`config.mk`:
```
export PLATFORM = sky130hd
export DESIGN_NAME = status_led
export DESIGN_NICKNAME = d
export VERILOG_FILES = /design/src/rtl/status_led.sv
export SDC_FILE = /design/constraint.sdc
export NUM_CORES = 1
export LEC_CHECK = 0
export CORE_AREA = 5 5 112 114
export DETAILED_ROUTE_END_ITERATION = 8
export DIE_AREA = 0 0 117 119
export DONT_BUFFER_PORTS = 1
export PLACE_DENSITY = 0.51
export SLEW_MARGIN = 5
export SYNTH_ARGS = -nofsm -noshare
export SYNTH_HDL_FRONTEND = slang
export SYNTH_SLANG_ARGS = --single-unit
```
`constraint.sdc`:
```
create_clock -name i_clk -period 2.6 [get_ports i_clk]
set_clock_uncertainty 0.15 [all_clocks]
set_input_delay 0.26 -clock i_clk [delete_from_list [all_inputs] [get_ports i_clk]]
set_output_delay 0.26 -clock i_clk [all_outputs]
set_load 0.02 [all_outputs]
```
`src/rtl/status_led.sv`:
```
// Status display for a memory self-test on the Fomu RGB LED: dark when idle, blue breathing
// while running, dim green on pass, dim blinking red on fail. Every output is registered.
module status_led #(
  parameter int unsigned CLK_FREQ = 48_000_000,
  parameter int unsigned BLINK_HZ = 2,
  parameter logic [7:0]  DUTY     = 8'h40
) (
  input  logic       i_clk,
  input  logic       i_rst,
  input  logic       i_running,
  input  logic       i_passed,
  output logic       o_led_r,
  output logic       o_led_g,
  output logic       o_led_b,
  output logic [1:0] o_state
);

  localparam int unsigned BLINK_DIV = CLK_FREQ / (2 * BLINK_HZ);
  localparam int unsigned STEP_DIV  = CLK_FREQ / 512;
  localparam int unsigned BlinkW    = (BLINK_DIV > 1) ? $clog2(BLINK_DIV) : 1;
  localparam int unsigned StepW     = (STEP_DIV > 1) ? $clog2(STEP_DIV) : 1;
  localparam logic [BlinkW-1:0] BlinkMax = BlinkW'(BLINK_DIV - 1);
  localparam logic [StepW-1:0]  StepMax  = StepW'(STEP_DIV - 1);

  typedef enum logic [1:0] {
    StIdle = 2'b00,
    StRun  = 2'b01,
    StPass = 2'b10,
    StFail = 2'b11
  } state_e;

  state_e state_q, state_d;

  logic [7:0]        pwm_q;
  logic [7:0]        level_q, level_d;
  logic              dir_down_q, dir_down_d;
  logic [StepW-1:0]  step_q, step_d;
  logic [BlinkW-1:0] blink_q, blink_d;
  logic              phase_q, phase_d;
  logic              led_r_q, led_g_q, led_b_q;
  logic              led_r_d, led_g_d, led_b_d;
  logic              enter_run, enter_fail;

  always_comb begin
    state_d = state_q;
    unique case (state_q)
      StIdle: if (i_running) state_d = StRun;
      StRun: begin
        if (!i_running) state_d = i_passed ? StPass : StFail;
      end
      StPass, StFail: if (i_running) state_d = StRun;
      default: state_d = StIdle;
    endcase
  end

  assign enter_run  = (state_d == StRun) && (state_q != StRun);
  assign enter_fail = (state_d == StFail) && (state_q != StFail);

  // Triangle breathing: bounce off 255 and 0 without dwelling, so a full cycle is 510 steps.
  always_comb begin
    level_d    = level_q;
    dir_down_d = dir_down_q;
    step_d     = step_q;
    if (enter_run) begin
      level_d    = 8'd0;
      dir_down_d = 1'b0;
      step_d     = '0;
    end else if (state_q == StRun) begin
      if (step_q == StepMax) begin
        step_d = '0;
        if (!dir_down_q) begin
          if (level_q == 8'hff) begin
            dir_down_d = 1'b1;
            level_d    = 8'hfe;
          end else begin
            level_d = level_q + 8'd1;
          end
        end else begin
          if (level_q == 8'd0) begin
            dir_down_d = 1'b0;
            level_d    = 8'd1;
          end else begin
            level_d = level_q - 8'd1;
          end
        end
      end else begin
        step_d = step_q + StepW'(1);
      end
    end
  end

  // Phase starts high on entry so the failure is visible immediately.
  always_comb begin
    blink_d = blink_q;
    phase_d = phase_q;
    if (enter_fail) begin
      blink_d = '0;
      phase_d = 1'b1;
    end else if (state_q == StFail) begin
      if (blink_q == BlinkMax) begin
        blink_d = '0;
        phase_d = ~phase_q;
      end else begin
        blink_d = blink_q + BlinkW'(1);
      end
    end
  end

  always_comb begin
    led_b_d = (state_q == StRun) && (level_q > pwm_q);
    led_g_d = (state_q == StPass) && (DUTY > pwm_q);
    led_r_d = (state_q == StFail) && phase_q && (DUTY > pwm_q);
  end

  always_ff @(posedge i_clk or posedge i_rst) begin
    if (i_rst) begin
      state_q <= StIdle;
    end else begin
      state_q <= state_d;
    end
  end

  always_ff @(posedge i_clk or posedge i_rst) begin
    if (i_rst) begin
      pwm_q      <= 8'd0;
      level_q    <= 8'd0;
      dir_down_q <= 1'b0;
      step_q     <= '0;
      blink_q    <= '0;
      phase_q    <= 1'b0;
      led_r_q    <= 1'b0;
      led_g_q    <= 1'b0;
      led_b_q    <= 1'b0;
    end else begin
      pwm_q      <= pwm_q + 8'd1;
      level_q    <= level_d;
      dir_down_q <= dir_down_d;
      step_q     <= step_d;
      blink_q    <= blink_d;
      phase_q    <= phase_d;
      led_r_q    <= led_r_d;
      led_g_q    <= led_g_d;
      led_b_q    <= led_b_d;
    end
  end

  assign o_state = state_q;
  assign o_led_r = led_r_q;
  assign o_led_g = led_g_q;
  assign o_led_b = led_b_q;

endmodule

```
==> results.cfg, run 1 <==
[drt]
drc = 0
drt_iter0_markers = 152
via_per_inst = 5.558
wl_um = 8922
drtPass1Iterations = 4
wire_per_inst_um = 15.28
vias = 3246
ant_nets = 0

[finish]
area_growth_pct = 12.08
final_nets = 455
drive_gt1_share_pct = 8.163
antennaDiodeCount = 0

[global_routing]
grt_pass1_wl_um = 16000
grtUsageMet3_pct = 4.615
use_met1_pct = 19.29
grt_pass1_vias = 3194
grt.busiest_layer = met2
gr-usage-all-layers_pct = 14.17
met2_usage_pct = 21.69
grt_overflow = 0
antenna_found_initial = 0
grt_max_degree = 65

[synth]
muxShareOfSynthArea_pct = 0.8052
synth_area_leaders = dfrtp_1, ha_1, nand2_1, a31oi_1, nand3_1
yosysMostFrequentCell = dfrtp_1
synthFlopType = dfrtp_1
yosysWarnings = 0
synth_area_leader_cell = dfrtp_1
synth_fa_ha_area_share_pct = 4.831
synthArstFlopShare_pct = 100.0
synth_simple_gate_area_share_pct = 25.15
syn_inst = 435
ys_types = 55
synth_area_per_cell_um2 = 8.931
synth_top_cell_area_share_pct = 41.22
synth_seq_cells = 64
synth_xor_area_share_pct = 2.480
synth.cell_area_um2 = 3885
synth-edff-count = 0
synth-seq-area-share_pct = 41.22
synth_compound_area_share_pct = 20.71
yosys-top-cells-count = dfrtp_1, nand2_1, nand3_1, a31oi_1, nor2_1
synth_nets = 454
synth_top_family_by_area = simple AND/OR/NAND/NOR gates

[setup_path]
slowest_stage = or4b_4
cp_max_fo = 25
crit_type = reg -> reg
cp_cell_sequence = or4b_4 > nor4_4 > a21oi_2 > a21o_1 > a21o_1
rr_worst_depth = 5
slowest_delay_ns = 0.57
r2r_start = step_q[6]$_DFFE_PP0P_
cp_common_cell = a21o_1
worstPathRequired_ns = 2.67
r2r_slack_ns = 0.30
arrival_ns = 2.37
end_kind = register
reg2reg_to = step_q[7]$_DFFE_PP0P_
startpoint_type = register

[min_path]
hold_path_end = level_q[1]$_DFFE_PP0P_
hold_depth = 2
hold_path.class = in -> reg
min_from = i_running

[power]
p_leak_nw = 1.871
p_per_area_nw_per_um2 = 665.1
max-vdd-ir-drop_mv = 0.6245
power_mw = 2.896

[clock_network]
post_cts_resized = 0
tritoncts = yes
cts_buffer_depth = 2
cts_made_buffers = 9
cts-root-buf = clkbuf_16
htree_levels = 3
cts.sinks = 64
clk_latency_ns = 0.33
cts.reportedPaths.clkPinSlew_ns = 0.06

[die]
die-area_um2 = 13920
row_count = 39
num_io_pins = 9
coreArea_um2 = 11320
start_util_pct = 34.32
die_h_um = 119
die_w_um = 117

[job]
maxCapViolCount = 0

[sta]
timing.final.ws_setup_ns = 0.2951
fin_setup_tns_ns = 0
worst_pin_slew_ns = 0.9717
maxSlewHeadroom_pct = 35.22
period_needed_ns = 2.305
rsz0062_at_grt = no
clock.fmax_mhz = 433.8
slew_viol_final = 0
hold_viol_final = 0
setup_viol = 0
period_share_pct = 88.65

[place]
port_buffers = 0
place_hpwl_um = 6111
place_ws_ns = 0.2996
gp_congestion = 0.7719

[run_status]
status = complete, no violations
worst max-delay path, delay by kind of cell, from the launching register on:
family | cells | cell delay [ns]
AND/OR/NAND/NOR | 2 | 0.87
AO/OA/AOI/OAI | 3 | 0.75
flip-flops | 1 | 0.43
final cells by class:
class / count / area (µm²)
Multi-Input combinational cell: 332 / 2097
Sequential cell: 64 / 1602
Clock inverter: 5 / 56.30
Fill cell: 1161 / 6967
Inverter: 16 / 60.06
Clock buffer: 11 / 242.7
Tap cell: 143 / 178.9
Timing Repair Buffer: 13 / 117.6
where the power goes:
part	internal (mW)	switching [mW]	total, mW
combinational	0.169	0.199	0.368
sequential	1.13	0.181	1.31
clock	0.766	0.453	1.22
total	2.06	0.833	2.90
metal layers:
layer / up-vias / wire length, µm / share of wire [%]
li1: 1627 / - / -
met3: 6 / 365 / 4.1
met2: 35 / 4165 / 47
met4: 0 / 92 / 1.0
met1: 1578 / 4298 / 48
met5: - / 0 / 0
metrics by stage:
| step | instances | util (%) | hold WS, ns | instance area [µm²] |
|---|---|---|---|---|
| 2_1_floorplan | 435 | - | 0.1764 | 3885 |
| 3_3_place_gp | 565 | 35.55 | 0.09960 | 4025 |
| 3_5_place_dp | 565 | 35.55 | 0.1064 | 4025 |
| 4_1_cts | 584 | 38.46 | 0.04926 | 4354 |
| 5_1_grt | 584 | 38.46 | 0.06609 | 4354 |
| 6_report | 584 | 38.46 | 0.05144 | 4354 |
worst max path at each step:
stage,from,endpoint,slack [ns],cells past startpoint
after floorplan,level_q[1]$_DFFE_PP0P_,level_q[5]$_DFFE_PP0P_,0.54,5
after global placement,step_q[6]$_DFFE_PP0P_,step_q[7]$_DFFE_PP0P_,0.33,5
after detailed placement,step_q[6]$_DFFE_PP0P_,step_q[3]$_DFFE_PP0P_,0.30,5
after CTS,step_q[6]$_DFFE_PP0P_,step_q[3]$_DFFE_PP0P_,0.30,5
after global routing,step_q[6]$_DFFE_PP0P_,step_q[3]$_DFFE_PP0P_,0.13,5
final,step_q[6]$_DFFE_PP0P_,step_q[7]$_DFFE_PP0P_,0.30,5
layout by cell type (no fill, tap or decap), types with 5 or more instances in the layout:
cell type	synthesis	layout
and4_1	6	6
a22o_1	5	5
nor3_1	15	15
a32oi_1	5	5
and3_1	10	10
nand2_1	47	47
inv_1	16	15
or3_1	7	7
o21ai_0	14	14
nor2_1	26	26
ha_1	15	15
a31oi_1	28	28
nand2b_1	6	6
a21oi_1	25	25
o211ai_1	6	6
xnor2_1	8	8
a21o_1	9	9
nand3_1	31	31
dfrtp_1	64	64
nand4_1	11	11
buf_4	0	9
clkbuf_16	0	9
logic make-up (layout without fill, tap and decap cells):
logic type / after synthesis / count (layout)
and+or+nand+nor: 182 / 182
AOI/OAI and AO/OA: 121 / 121
DFF: 64 / 64
buffers and inverters: 39 / 45
adders and majority gates: 15 / 15
xor gates and xnor gates: 11 / 11
muxes: 3 / 3
what timing repair did:
| item | in CTS | in global routing |
|---|---|---|
| buffers inserted | 0 | 0 |
| hold buffers | 3 | 0 |
| hold endpoints to repair | 66 | 0 |
sequential cells by signal, indices dropped and copies added (netlist names):
| name | count |
|---|---|
| pwm_q | 8 |
| dir_down_q | 1 |
| o_led_g | 1 |
| phase_q | 1 |
| o_led_b | 1 |
| level_q | 8 |
| step_q | 17 |
| o_led_r | 1 |
| o_state | 2 |
| blink_q | 24 |
(Power assumes the default switching activity.)
==> inputs of run 2 (changes only) <==
Settings changed: CORE_AREA 5 5 112 114 to 2 2 109 111, DIE_AREA 0 0 117 119 to 0 0 111 113, RECOVER_POWER set to 50.
==> run 2 against run 1 <==
Effect of this change: the run now ends with capacitance limit, slew limit left; clock-buffer cell count is 1 higher; sequential power hardly changed; non-clock buffer count stayed put; via count is 0.34% higher; total power is 0.99% lower; critical path type unchanged.
==> results.cfg, run 2 (synthesized netlist as in run 1, its figures left out) <==
[finish]
largest_reg_flops = 24
layout_commonest_cell = dfrtp_1
drive_gt1_share_pct = 7.045
final_cell_mix = dfrtp_1, nand2_1, nand3_1
top_register = blink_q
fillers = 1142
final_nets = 455
final_cells = 583
seq_area_um2 = 1602
top_regs = blink_q: 24 flops, step_q: 17 flops
antennaDiodeCount = 0
multi_input_area_um2 = 2097
area_growth_pct = 11.24
finalInstanceArea_um2 = 4322

[place]
place_ws_ns = 0.2950
gp_congestion = 0.8112
place_hpwl_um = 6081
place_area_um2 = 4013
dp_cells = 565
port_buffers = 0

[drt]
wire_per_inst_um = 15.41
drtPass1Iterations = 5
ant_nets = 0
drt_iter0_markers = 217
drc = 0
via_per_inst = 5.587
wl_um = 8986
vias = 3257

[setup_path]
worstPathRequired_ns = 2.70
startpoint_type = register
cp_max_fo = 19
end_kind = register
crit_type = reg -> reg
rr_worst_depth = 6
arrival_ns = 2.47

[die]
coreArea_um2 = 11270
die_w_um = 111
die_h_um = 113
num_io_pins = 9
start_util_pct = 34.47
die-area_um2 = 12540
row_count = 39

[min_path]
hold_depth = 3
hold_path.class = in -> reg

[sta]
rsz0062_at_grt = no
setup_viol = 0
timing.final.ws_setup_ns = 0.2312
fin_setup_tns_ns = 0
clock.fmax_mhz = 422.2
period_needed_ns = 2.369
hold_viol_final = 0
slew_viol_final = 65
worst_pin_slew_ns = 1.634
period_share_pct = 91.11
maxSlewHeadroom_pct = -8.947

[power]
p_leak_nw = 1.850
max-vdd-ir-drop_mv = 0.4516
power_mw = 2.867
p_per_area_nw_per_um2 = 663.5

[global_routing]
antenna_found_initial = 0
grt_pass1_vias = 3129
grt_overflow = 0
grt_max_degree = 65
gr-usage-all-layers_pct = 15.34
grt_pass1_wl_um = 15680

[clock_network]
cts.sinks = 64
tritoncts = yes
post_cts_resized = 0
cts.reportedPaths.clkPinSlew_ns = 0.05
clk_latency_ns = 0.33
cts-root-buf = clkbuf_16
htree_levels = 3
cts_made_buffers = 9
cts_buffer_depth = 2
cts_setup_buffers = 0
ctsHoldBuffers = 3

[run_status]
violations = capacitance limit, slew limit
status = finished, violations left

[job]
maxCapViolCount = 1
## run 2: per-stage QoR
stage	util, %	hold slack [ns]
finish	38.34	0.08938
detailed placement	35.60	0.1856
global placement	35.60	0.1815
global route	38.34	0.1077
floorplan	-	0.1764
CTS	38.43	0.07759
## run 2: layout make-up
class	instances	share of cell area [%]
clock buffer	12	5.704
clock inverter	3	0.9844
inverter	16	1.390
multi-input combinational	332	48.52
sequential	64	37.06
tap	143	4.140
timing repair buffer	13	2.200
## run 2: power by group
| part | switching, mW | internal [mW] |
|---|---|---|
| sequential | 0.180 | 1.13 |
| combinational | 0.202 | 0.164 |
| clock | 0.432 | 0.761 |
| total | 0.814 | 2.05 |
## run 2: worst paths after layout
kind | startpoint | end | slack [ns]
setup / recovery | o_state[0]$_DFF_PP0_ | blink_q[21]$_DFFE_PP0P_ | 0.23
hold / removal | i_running | step_q[8]$_DFFE_PP0P_ | 0.09
setup reg to reg | o_state[0]$_DFF_PP0_ | blink_q[21]$_DFFE_PP0P_ | 0.23
hold reg to reg | blink_q[23]$_DFFE_PP0P_ | blink_q[23]$_DFFE_PP0P_ | 0.34
max in group asynchronous | i_rst | blink_q[20]$_DFFE_PP0P_ | 0.53
min in group asynchronous | i_rst | step_q[2]$_DFFE_PP0P_ | 0.80
## run 2: critical path, stage by stage, from the launching register on
cell	delay, ns
dfrtp_1	0.34
clkbuf_1	0.48
nand2_1	0.31
a21oi_2	0.38
buf_4	0.30
o21ai_0	0.13
a31oi_1	0.19
## run 2: per-layer routing
metal / part of all wire (%) / global-route usage [%] / vias up
met5: 0 / 0 / -
met4: 1.3 / 5.500 / 0
met3: 3.2 / 3.642 / 9
met2: 46 / 23.80 / 48
met1: 49 / 21.03 / 1577
li1: - / - / 1623
